<file path="config.mk">
export PLATFORM = sky130hd
export DESIGN_NAME = ring_count_decoder
export DESIGN_NICKNAME = d
export VERILOG_FILES = /design/src/rtl/ring_pkg.sv /design/src/rtl/onehot_enc.sv /design/src/rtl/ring_count_decoder.sv
export SDC_FILE = /design/constraint.sdc
export NUM_CORES = 1
export LEC_CHECK = 0
export CAP_MARGIN = 40
export CORE_ASPECT_RATIO = 1.2
export CORE_MARGIN = 4
export CORE_UTILIZATION = 50
export DETAILED_ROUTE_END_ITERATION = 6
export DONT_BUFFER_PORTS = 1
export GPL_ROUTABILITY_DRIVEN = 0
export PLACE_DENSITY = 0.75
export SLEW_MARGIN = 20
export SYNTH_ARGS = -nofsm -noshare
export SYNTH_HDL_FRONTEND = slang
export SYNTH_SLANG_ARGS = --single-unit
</file>
<file path="constraint.sdc">
create_clock -name clk -period 3.05 [get_ports clk]
set_input_delay 0.4575 -clock clk [delete_from_list [all_inputs] [get_ports clk]]
set_output_delay 0.4575 -clock clk [all_outputs]
set_load 0.01 [all_outputs]
</file>
<file path="src/rtl/ring_pkg.sv">
// Shared types and helpers for the one-hot ring count decoder.
package ring_pkg;

    typedef enum logic [1:0] {
        HUNT   = 2'd0,
        TRACK  = 2'd1,
        LOCKED = 2'd2
    } state_t;

    localparam logic DIR_LEFT  = 1'b0;
    localparam logic DIR_RIGHT = 1'b1;

    // Widest ring the rotate helpers support; the callers zero-extend into this.
    localparam int RING_MAX_W = 64;

    function automatic logic [RING_MAX_W-1:0] ring_mask(input int unsigned w);
        return (w >= RING_MAX_W) ? '1 : ((RING_MAX_W'(1) << w) - RING_MAX_W'(1));
    endfunction

    function automatic logic [RING_MAX_W-1:0] rotl(input logic [RING_MAX_W-1:0] v,
                                                    input int unsigned        w);
        return ((v << 1) | (v >> (w - 1))) & ring_mask(w);
    endfunction

    function automatic logic [RING_MAX_W-1:0] rotr(input logic [RING_MAX_W-1:0] v,
                                                    input int unsigned        w);
        return ((v >> 1) | (v << (w - 1))) & ring_mask(w);
    endfunction

endpackage

</file>
<file path="src/rtl/onehot_enc.sv">
// Combinational one-hot check and binary encoder for a WIDTH-bit vector.
module onehot_enc #(
    parameter int WIDTH = 4,
    parameter int IDX_W = $clog2(WIDTH)
) (
    input  logic [WIDTH-1:0] vec,
    output logic [IDX_W-1:0] idx,
    output logic             is_onehot
);

    logic seen;
    logic multi;

    // NOTE: every variable assigned in always_comb gets a default first; a path
    // that skips an assignment would otherwise infer a latch.
    always_comb begin
        idx   = '0;
        seen  = 1'b0;
        multi = 1'b0;
        for (int i = 0; i < WIDTH; i++) begin
            if (vec[i]) begin
                if (seen) multi = 1'b1;
                seen = 1'b1;
                idx  = IDX_W'(i);
            end
        end
        is_onehot = seen & ~multi;
    end

endmodule

</file>
<file path="src/rtl/ring_count_decoder.sv">
// Monitor/decoder for a one-hot ring count stream: lock, error flags, rotation count.
// Define RING_BIDIR_EN to accept right-rotating rings (direction latched into dir).
module ring_count_decoder
    import ring_pkg::*;
#(
    parameter int WIDTH    = 4,
    parameter int LOCK_CNT = 2,
    parameter int ROT_W    = 8
) (
    input  logic                     clk,
    input  logic                     reset,
    input  logic [WIDTH-1:0]         ring_in,
    input  logic                     ring_valid,
    output logic [$clog2(WIDTH)-1:0] index,
    output logic                     index_valid,
    output logic                     locked,
    output logic                     seq_err,
    output logic                     onehot_err,
    output logic [ROT_W-1:0]         rotations,
    output logic                     rot_wrap,
    output logic                     dir
);

    localparam int IDX_W  = $clog2(WIDTH);
    localparam int GOOD_W = $clog2(LOCK_CNT + 1);

    state_t            state, state_n;
    logic [WIDTH-1:0]  prev, prev_n;
    logic [GOOD_W-1:0] good, good_n, good_inc;
    logic [IDX_W-1:0]  index_n;
    logic              index_valid_n, seq_err_n, onehot_err_n, rot_wrap_n;
    logic [ROT_W-1:0]  rotations_n;

    logic [IDX_W-1:0]  enc_idx;
    logic              enc_onehot;
    logic [WIDTH-1:0]  exp_left;
    logic              step_left;
    logic              succ_ok;
    logic              succ_dir;
    logic              wrap_edge;

    onehot_enc #(
        .WIDTH (WIDTH),
        .IDX_W (IDX_W)
    ) u_enc (
        .vec       (ring_in),
        .idx       (enc_idx),
        .is_onehot (enc_onehot)
    );

    assign exp_left  = WIDTH'(rotl(RING_MAX_W'(prev), WIDTH));
    assign step_left = (ring_in == exp_left);
    assign good_inc  = good + GOOD_W'(1);

`ifdef RING_BIDIR_EN
    logic             dir_q, dir_n;
    logic [WIDTH-1:0] exp_right;
    logic             step_right;

    assign exp_right  = WIDTH'(rotr(RING_MAX_W'(prev), WIDTH));
    assign step_right = (ring_in == exp_right);
    assign dir        = dir_q;

    // Direction is free only on the first transition after (re)entering TRACK.
    always_comb begin
        succ_ok  = 1'b0;
        succ_dir = dir_q;
        if (state == TRACK && good == '0) begin
            if (step_left) begin
                succ_ok  = 1'b1;
                succ_dir = DIR_LEFT;
            end else if (step_right) begin
                succ_ok  = 1'b1;
                succ_dir = DIR_RIGHT;
            end
        end else begin
            succ_ok = (dir_q == DIR_RIGHT) ? step_right : step_left;
        end
        wrap_edge = (dir_q == DIR_RIGHT) ? (prev[0] & ring_in[WIDTH-1])
                                         : (prev[WIDTH-1] & ring_in[0]);
    end
`else
    assign dir       = DIR_LEFT;
    assign succ_ok   = step_left;
    assign succ_dir  = DIR_LEFT;
    assign wrap_edge = prev[WIDTH-1] & ring_in[0];
`endif

    always_comb begin
        state_n       = state;
        prev_n        = prev;
        good_n        = good;
        index_n       = index;
        index_valid_n = 1'b0;
        seq_err_n     = 1'b0;
        onehot_err_n  = 1'b0;
        rotations_n   = rotations;
        rot_wrap_n    = 1'b0;
`ifdef RING_BIDIR_EN
        dir_n         = dir_q;
`endif
        if (ring_valid) begin
            if (!enc_onehot) begin
                onehot_err_n = 1'b1;
                state_n      = HUNT;
                good_n       = '0;
                prev_n       = '0;
            end else begin
                index_n       = enc_idx;
                index_valid_n = 1'b1;
                prev_n        = ring_in;
                case (state)
                    HUNT: begin
                        state_n = TRACK;
                        good_n  = '0;
                    end
                    TRACK: begin
                        if (succ_ok) begin
`ifdef RING_BIDIR_EN
                            dir_n  = succ_dir;
`endif
                            good_n = good_inc;
                            if (good_inc == GOOD_W'(LOCK_CNT)) state_n = LOCKED;
                        end else begin
                            seq_err_n = 1'b1;
                            good_n    = '0;
                        end
                    end
                    LOCKED: begin
                        if (succ_ok) begin
                            if (wrap_edge) begin
                                rotations_n = rotations + ROT_W'(1);
                                rot_wrap_n  = &rotations;
                            end
                        end else begin
                            seq_err_n = 1'b1;
                            state_n   = TRACK;
                            good_n    = '0;
                        end
                    end
                    default: begin
                        state_n = HUNT;
                        good_n  = '0;
                    end
                endcase
            end
        end
    end

`ifndef RING_BIDIR_EN
    logic unused_succ_dir;
    assign unused_succ_dir = succ_dir;
`endif

    // NOTE: sequential state uses non-blocking assignments so every register
    // samples the pre-edge values, independent of statement order.
    always_ff @(posedge clk) begin
        if (!reset) begin
            state       <= HUNT;
            prev        <= '0;
            good        <= '0;
            index       <= '0;
            index_valid <= 1'b0;
            locked      <= 1'b0;
            seq_err     <= 1'b0;
            onehot_err  <= 1'b0;
            rotations   <= '0;
            rot_wrap    <= 1'b0;
`ifdef RING_BIDIR_EN
            dir_q       <= DIR_LEFT;
`endif
        end else begin
            state       <= state_n;
            prev        <= prev_n;
            good        <= good_n;
            index       <= index_n;
            index_valid <= index_valid_n;
            locked      <= (state_n == LOCKED);
            seq_err     <= seq_err_n;
            onehot_err  <= onehot_err_n;
            rotations   <= rotations_n;
            rot_wrap    <= rot_wrap_n;
`ifdef RING_BIDIR_EN
            dir_q       <= dir_n;
`endif
        end
    end

endmodule

</file>
# After elaboration in Yosys (flattened, before gate mapping)
# Index checks and enable logic that the tools add are counted.
[totals] regBits=23 word_cells=58
[op_classes] add_sub_neg=2 eq_ne=6 mux=27 bitwise=4 n_reduce_logical=9
[op_table] operator="$mux W2" n=10
[op_table] operator="$mux W1" n=14
[op_table] operator="$add A8 B1 Y8 const B" n=1
[op_table] operator="$reduce_and A8 Y1" n=1
[op_table] operator="$eq A2 B2 Y1 const B" n=3
[op_table] operator="$pmux W2 S3" n=1
[op_table] operator="$reduce_and A2 Y1" n=3
[op_table] operator="$reduce_and A6 Y1" n=1
[op_table] operator="$reduce_and A5 Y1" n=1
[op_table] operator="$eq A4 B4 Y1" n=1
[op_table] operator="$mux W4" n=1
[op_table] operator="$or A4 B1 Y4" n=1
[op_table] operator="$pmux W2 S2" n=1
[op_table] operator="$reduce_and A4 Y1" n=1
[op_table] operator="$ne A3 B3 Y1 const B" n=1
[op_table] operator="$add A2 B1 Y2 const B" n=1
[op_table] operator="$and A1 B1 Y1" n=2
[op_table] operator="$eq A2 B1 Y1 const B" n=1
[op_table] operator="$logic_not A2 Y1" n=1
[op_table] operator="$reduce_or A2 Y1" n=1
[op_table] operator="$not A1 Y1" n=1

# Longest topological paths before layout
[logic_depth] depth_word=12 depth_mapped=7

# Modules after synthesis
# From an unflattened synthesis, not the netlist that was laid out.
[hier_totals] hier_cells=140 area_unflattened_um2=1216.2
[modules_own_cells] module="ring_count_decoder" n_inst=1 cells_each=133 area_per_inst_um2=1159.9 seq_area_each_um2=460.4
[modules_own_cells] module="onehot_enc" n_inst=1 cells_each=7 area_per_inst_um2=56.3 seq_area_each_um2=0.0

# Worst setup path before layout
# No wires, ideal clock.
[synth_timing] path_type="input port to flip-flop" startpoint="input ring_in[3]" endpoint="register rotations[6]" setup_ns=0.071 arrival_time_ns=1.917 required_time_ns=2.979 path_slack_ns=1.063 cell_stages=6 path_buffers=1 path_cell_list="buf_6 -> or4b_4 -> o311ai_2 -> nand4_4 -> or4_1 -> a21oi_1"
[synth_between] elab_chain_len=4 word_cells_on_any_way=6 classes_between="eq/ne: 1; mux: 2; bitwise: 2; reduce/logical: 1"
[synth_rtl] element="start: declaration" line="ring_count_decoder.sv:12" source="input logic [WIDTH-1:0] ring_in,"
[synth_rtl] element="$mux W1" line="onehot_enc.sv:21" source="if (vec[i]) begin"
[synth_rtl] element="$not A1 Y1" line="onehot_enc.sv:27" source="is_onehot = seen & ~multi;"
[synth_rtl] element="$and A1 B1 Y1" line="onehot_enc.sv:27"
[synth_rtl] element="$reduce_and A5 Y1 (no line) (*)"
[synth_rtl] element="end signal: assignment" line="ring_count_decoder.sv:181" source="rotations <= rotations_n;"
[synth_rtl] element="end: declaration" line="ring_count_decoder.sv:19" source="output logic [ROT_W-1:0] rotations,"
# Mark *: on every way between the ends. The rest lies on a longest branch, timed or not.
# A chain may end at the register's enable or synchronous reset.

# Final worst setup path
[layout_timing] startpoint="register prev[3]" endpoint="register locked"
[layout_between] elab_chain_len=7 word_cells_on_any_way=8 classes_between="eq/ne: 2; mux: 5; bitwise: 1"
[layout_rtl] element="start: declaration" line="ring_count_decoder.sv:28" source="logic [WIDTH-1:0] prev, prev_n;"
[layout_rtl] element="start signal: assignment" line="ring_count_decoder.sv:174" source="prev <= prev_n;"
[layout_rtl] element="$or A4 B1 Y4 (*)" line="ring_pkg.sv:22" source="return ((v << 1) | (v >> (w - 1))) & ring_mask(w);"
[layout_rtl] element="$eq A4 B4 Y1 (*)" line="ring_count_decoder.sv:52" source="assign step_left = (ring_in == exp_left);"
[layout_rtl] element="$mux W2, on equally long branches" line="ring_count_decoder.sv:130, ring_count_decoder.sv:118"
[layout_rtl] element="$pmux W2 S3 (*)" line="ring_count_decoder.sv:112" source="case (state)"
[layout_rtl] element="$mux W2 (*)" line="ring_count_decoder.sv:103" source="if (!enc_onehot) begin"
[layout_rtl] element="$mux W2 (*)" line="ring_count_decoder.sv:102" source="if (ring_valid) begin"
[layout_rtl] element="$eq A2 B2 Y1 (*)" line="ring_count_decoder.sv:178" source="locked <= (state_n == LOCKED);"
[layout_rtl] element="end signal: assignment" line="ring_count_decoder.sv:178"
[layout_rtl] element="end: declaration" line="ring_count_decoder.sv:16" source="output logic locked,"
# Marked as above.

==> run summary <==
Status = complete, no violations
Die H = 62.0 um
Dpl hpwl = 1830 um
IO Port Bufs = 0
Pre-antenna DRT Iters = 4
Clk_lat worst skew = 310 ps
Syn nets = 148
Setup ws final = 1140 ps
Power per cell area = 391 mW/mm^2
Ant. Diodes = 0
Max cap viols = 0
CTS H-tree depth = 1
Core ar. = 0.00231 sq mm
Post-Syn Instances = 134
CTS max path bufs = 2
Vias = 976
Critical path cell sequence = ha_1, nand4b_1, o31a_1, a22oi_1, and4bb_1
Setup TNS after final layout = 0 ps
# setup viols final = 0
CTS tree = yes
Sequential fraction of the synthesis area = 0.379
P_leak = 0.459 nW
Vias in the first global route = 950
Ys async rst share = 0
Highest Clock Rate = 524 MHz
Max Slew Vio Count = 0
Worst Path Required = 3310 ps
HP Class = in -> reg
Post-synthesis cell area = 0.00121 sq mm
Total global-route track usage = 0.159
Die W = 53.0 um
Crit path max fanout = 7
Post-synth cell types = 37
Clk slew on worst S/H paths = 120 ps
GR Overflow Total = 0
Setup Skew = 6.23 ps
Dominant cell type by area after synthesis = dfxtp_1
Largest net degree at the start of global routing = 14
First-pass GRT wire length = 3930 um
Synth top area cells = dfxtp_1, ha_1, o31ai_1, nor2_1, xnor2_1
Nets = 148
Clk sink count = 23
Tmin final = 1910 ps
Kind of critical path = reg -> reg
Peak supply drop = 0.315 mV
Pre-CTS WS = 1030 ps
Hold Fails Final Rpt = 0
Top-area cell type share of the netlist area = 0.379
Arr. time, crit path = 2170 ps
WL final = 2390 um
Fill count = 216
Die Footprint = 0.00328 sq mm
WL/cell = 14.6 um
Final Core Density = 0.542
Root buf cell = clkbuf_4
Unrepaired setup endpoints after global routing = false
Placed cell area = 0.00122 sq mm
Hold buffer count at CTS = 0
Routed Antenna Nets = 0
Crit end category = flip-flop
Startpoint Class = flip-flop
Io pins = 23
FF+latch count, synth = 23
EDFF count, synth = 0
Residual DRC count = 0
Crit path largest cell delay = 400 ps
TritonCTS buffer count = 3
Vias per cell = 5.95
Min Hold Slack = 260 ps
Postcts setup bufs = 0
Post-synth top flop = dfxtp_1
CTS resizes = 0
# rows = 19
Syn Area/Cell = 9.06 sq um
Share of cells above drive strength 1 = 0.0677
Initial antenna violation count = 0
Ys Warns = 0
Initial Util = 0.526
Crit share post-route = 0.626
Design area = 0.00125 sq mm
1st-iter DRT viols = 21
Critical-path top delay cell = nand4b_1
Synth-to-Final Area Change = 2.89%
==> sequential cells by signal, indices dropped and copies added, names as in the netlist <==
register,count
seq_err,1
onehot_err,1
good,2
prev,4
rot_wrap,1
index_valid,1
locked,1
state,2
index,2
rotations,8
==> path summary, 6_finish.rpt <==
| kind | startpoint | cells past startpoint | slack [ps] | endpoint |
|---|---|---|---|---|
| worst max-delay path | prev[3]$_SDFFE_PN0P_ | 5 | 1140 | locked$_SDFF_PN0_ |
| worst min-delay path | reset | 1 | 260 | prev[0]$_SDFFE_PN0P_ |
| worst max register to register | prev[3]$_SDFFE_PN0P_ | 5 | 1140 | locked$_SDFF_PN0_ |
| worst min register to register | good[0]$_SDFFE_PN0P_ | 1 | 500 | good[0]$_SDFFE_PN0P_ |
==> power by group <==
| part | leakage [nW] | internal [mW] | total (mW) | switching [mW] |
|---|---|---|---|---|
| Clock | 0.0150 | 0.0511 | 0.140 | 0.0888 |
| Combinational | 0.258 | 0.0162 | 0.0392 | 0.0230 |
| Sequential | 0.186 | 0.305 | 0.310 | 0.00449 |
| Total | 0.459 | 0.372 | 0.489 | 0.116 |
==> layout make-up <==
type | instances | area, sq um | area share
multi-input cells | 97 | 689 | 0.552
flip-flops and latches | 23 | 460 | 0.369
well taps | 31 | 38.8 | 0.0311
clock buffers | 4 | 26.3 | 0.0210
inverters | 9 | 33.8 | 0.0271
==> cell usage in the layout, fill, tap and decap left out, types with 2 or more instances in the layout <==
| master | netlist | routed |
|---|---|---|
| and3_1 | 2 | 2 |
| a21oi_1 | 8 | 8 |
| nor2_1 | 12 | 12 |
| a211oi_1 | 3 | 3 |
| a31oi_1 | 2 | 2 |
| nor3_1 | 2 | 2 |
| a22oi_1 | 2 | 2 |
| clkbuf_4 | 0 | 3 |
| nand2b_1 | 2 | 2 |
| xnor2_1 | 5 | 5 |
| dfxtp_1 | 23 | 23 |
| inv_1 | 9 | 9 |
| and4b_1 | 2 | 2 |
| nand4_1 | 2 | 2 |
| and2_1 | 3 | 3 |
| o31ai_1 | 7 | 7 |
| nand3_1 | 4 | 4 |
| ha_1 | 7 | 7 |
| or4_1 | 3 | 3 |
| mux2i_1 | 4 | 4 |
| nand2_1 | 11 | 11 |
| o21ai_0 | 3 | 3 |
| or4b_4 | 2 | 2 |
==> critical path: cells and delay by family, from the launching register on <==
family / cells / cell delay, ps
adders and majority gates: 1 / 270
AOI/OAI and AO/OA: 2 / 610
DFF: 1 / 340
and+or+nand+nor: 2 / 640
==> cells by family (layout without fill, tap and decap cells) <==
kind of cell / after synthesis / in the layout / share of synthesized area
simple gates: 52 / 52 / 0.265
compound gates: 28 / 28 / 0.159
flops: 23 / 23 / 0.379
buf+inv: 14 / 13 / 0.0526
fa+ha+maj: 7 / 7 / 0.0722
xor+xnor: 5 / 5 / 0.0361
mux: 4 / 4 / 0.0330
other cells: 1 / 1 / 0.00309
==> Yosys cell counts (4+ instances only) <==
master	n
nand3_1	4
ha_1	7
nand2_1	11
a21oi_1	8
mux2i_1	4
dfxtp_1	23
o31ai_1	7
xnor2_1	5
nor2_1	12
inv_1	9
==> through the flow <==
step / power (mW) / std cells
global route: 0.506 / 164
global placement: 0.354 / 160
detailed placement: 0.355 / 160
finish: 0.489 / 164
CTS: 0.495 / 164
floorplan: 0.355 / 134
==> metal layers <==
metal / track usage / up-vias / routed length (um)
li1: - / 481 / -
met1: 0.178 / 451 / 984
met2: 0.266 / 37 / 1160
met3: 0.0501 / 7 / 194
met4: 0.0949 / 0 / 55
met5: 0 / - / 0
Power figures use the tool's default switching activity.
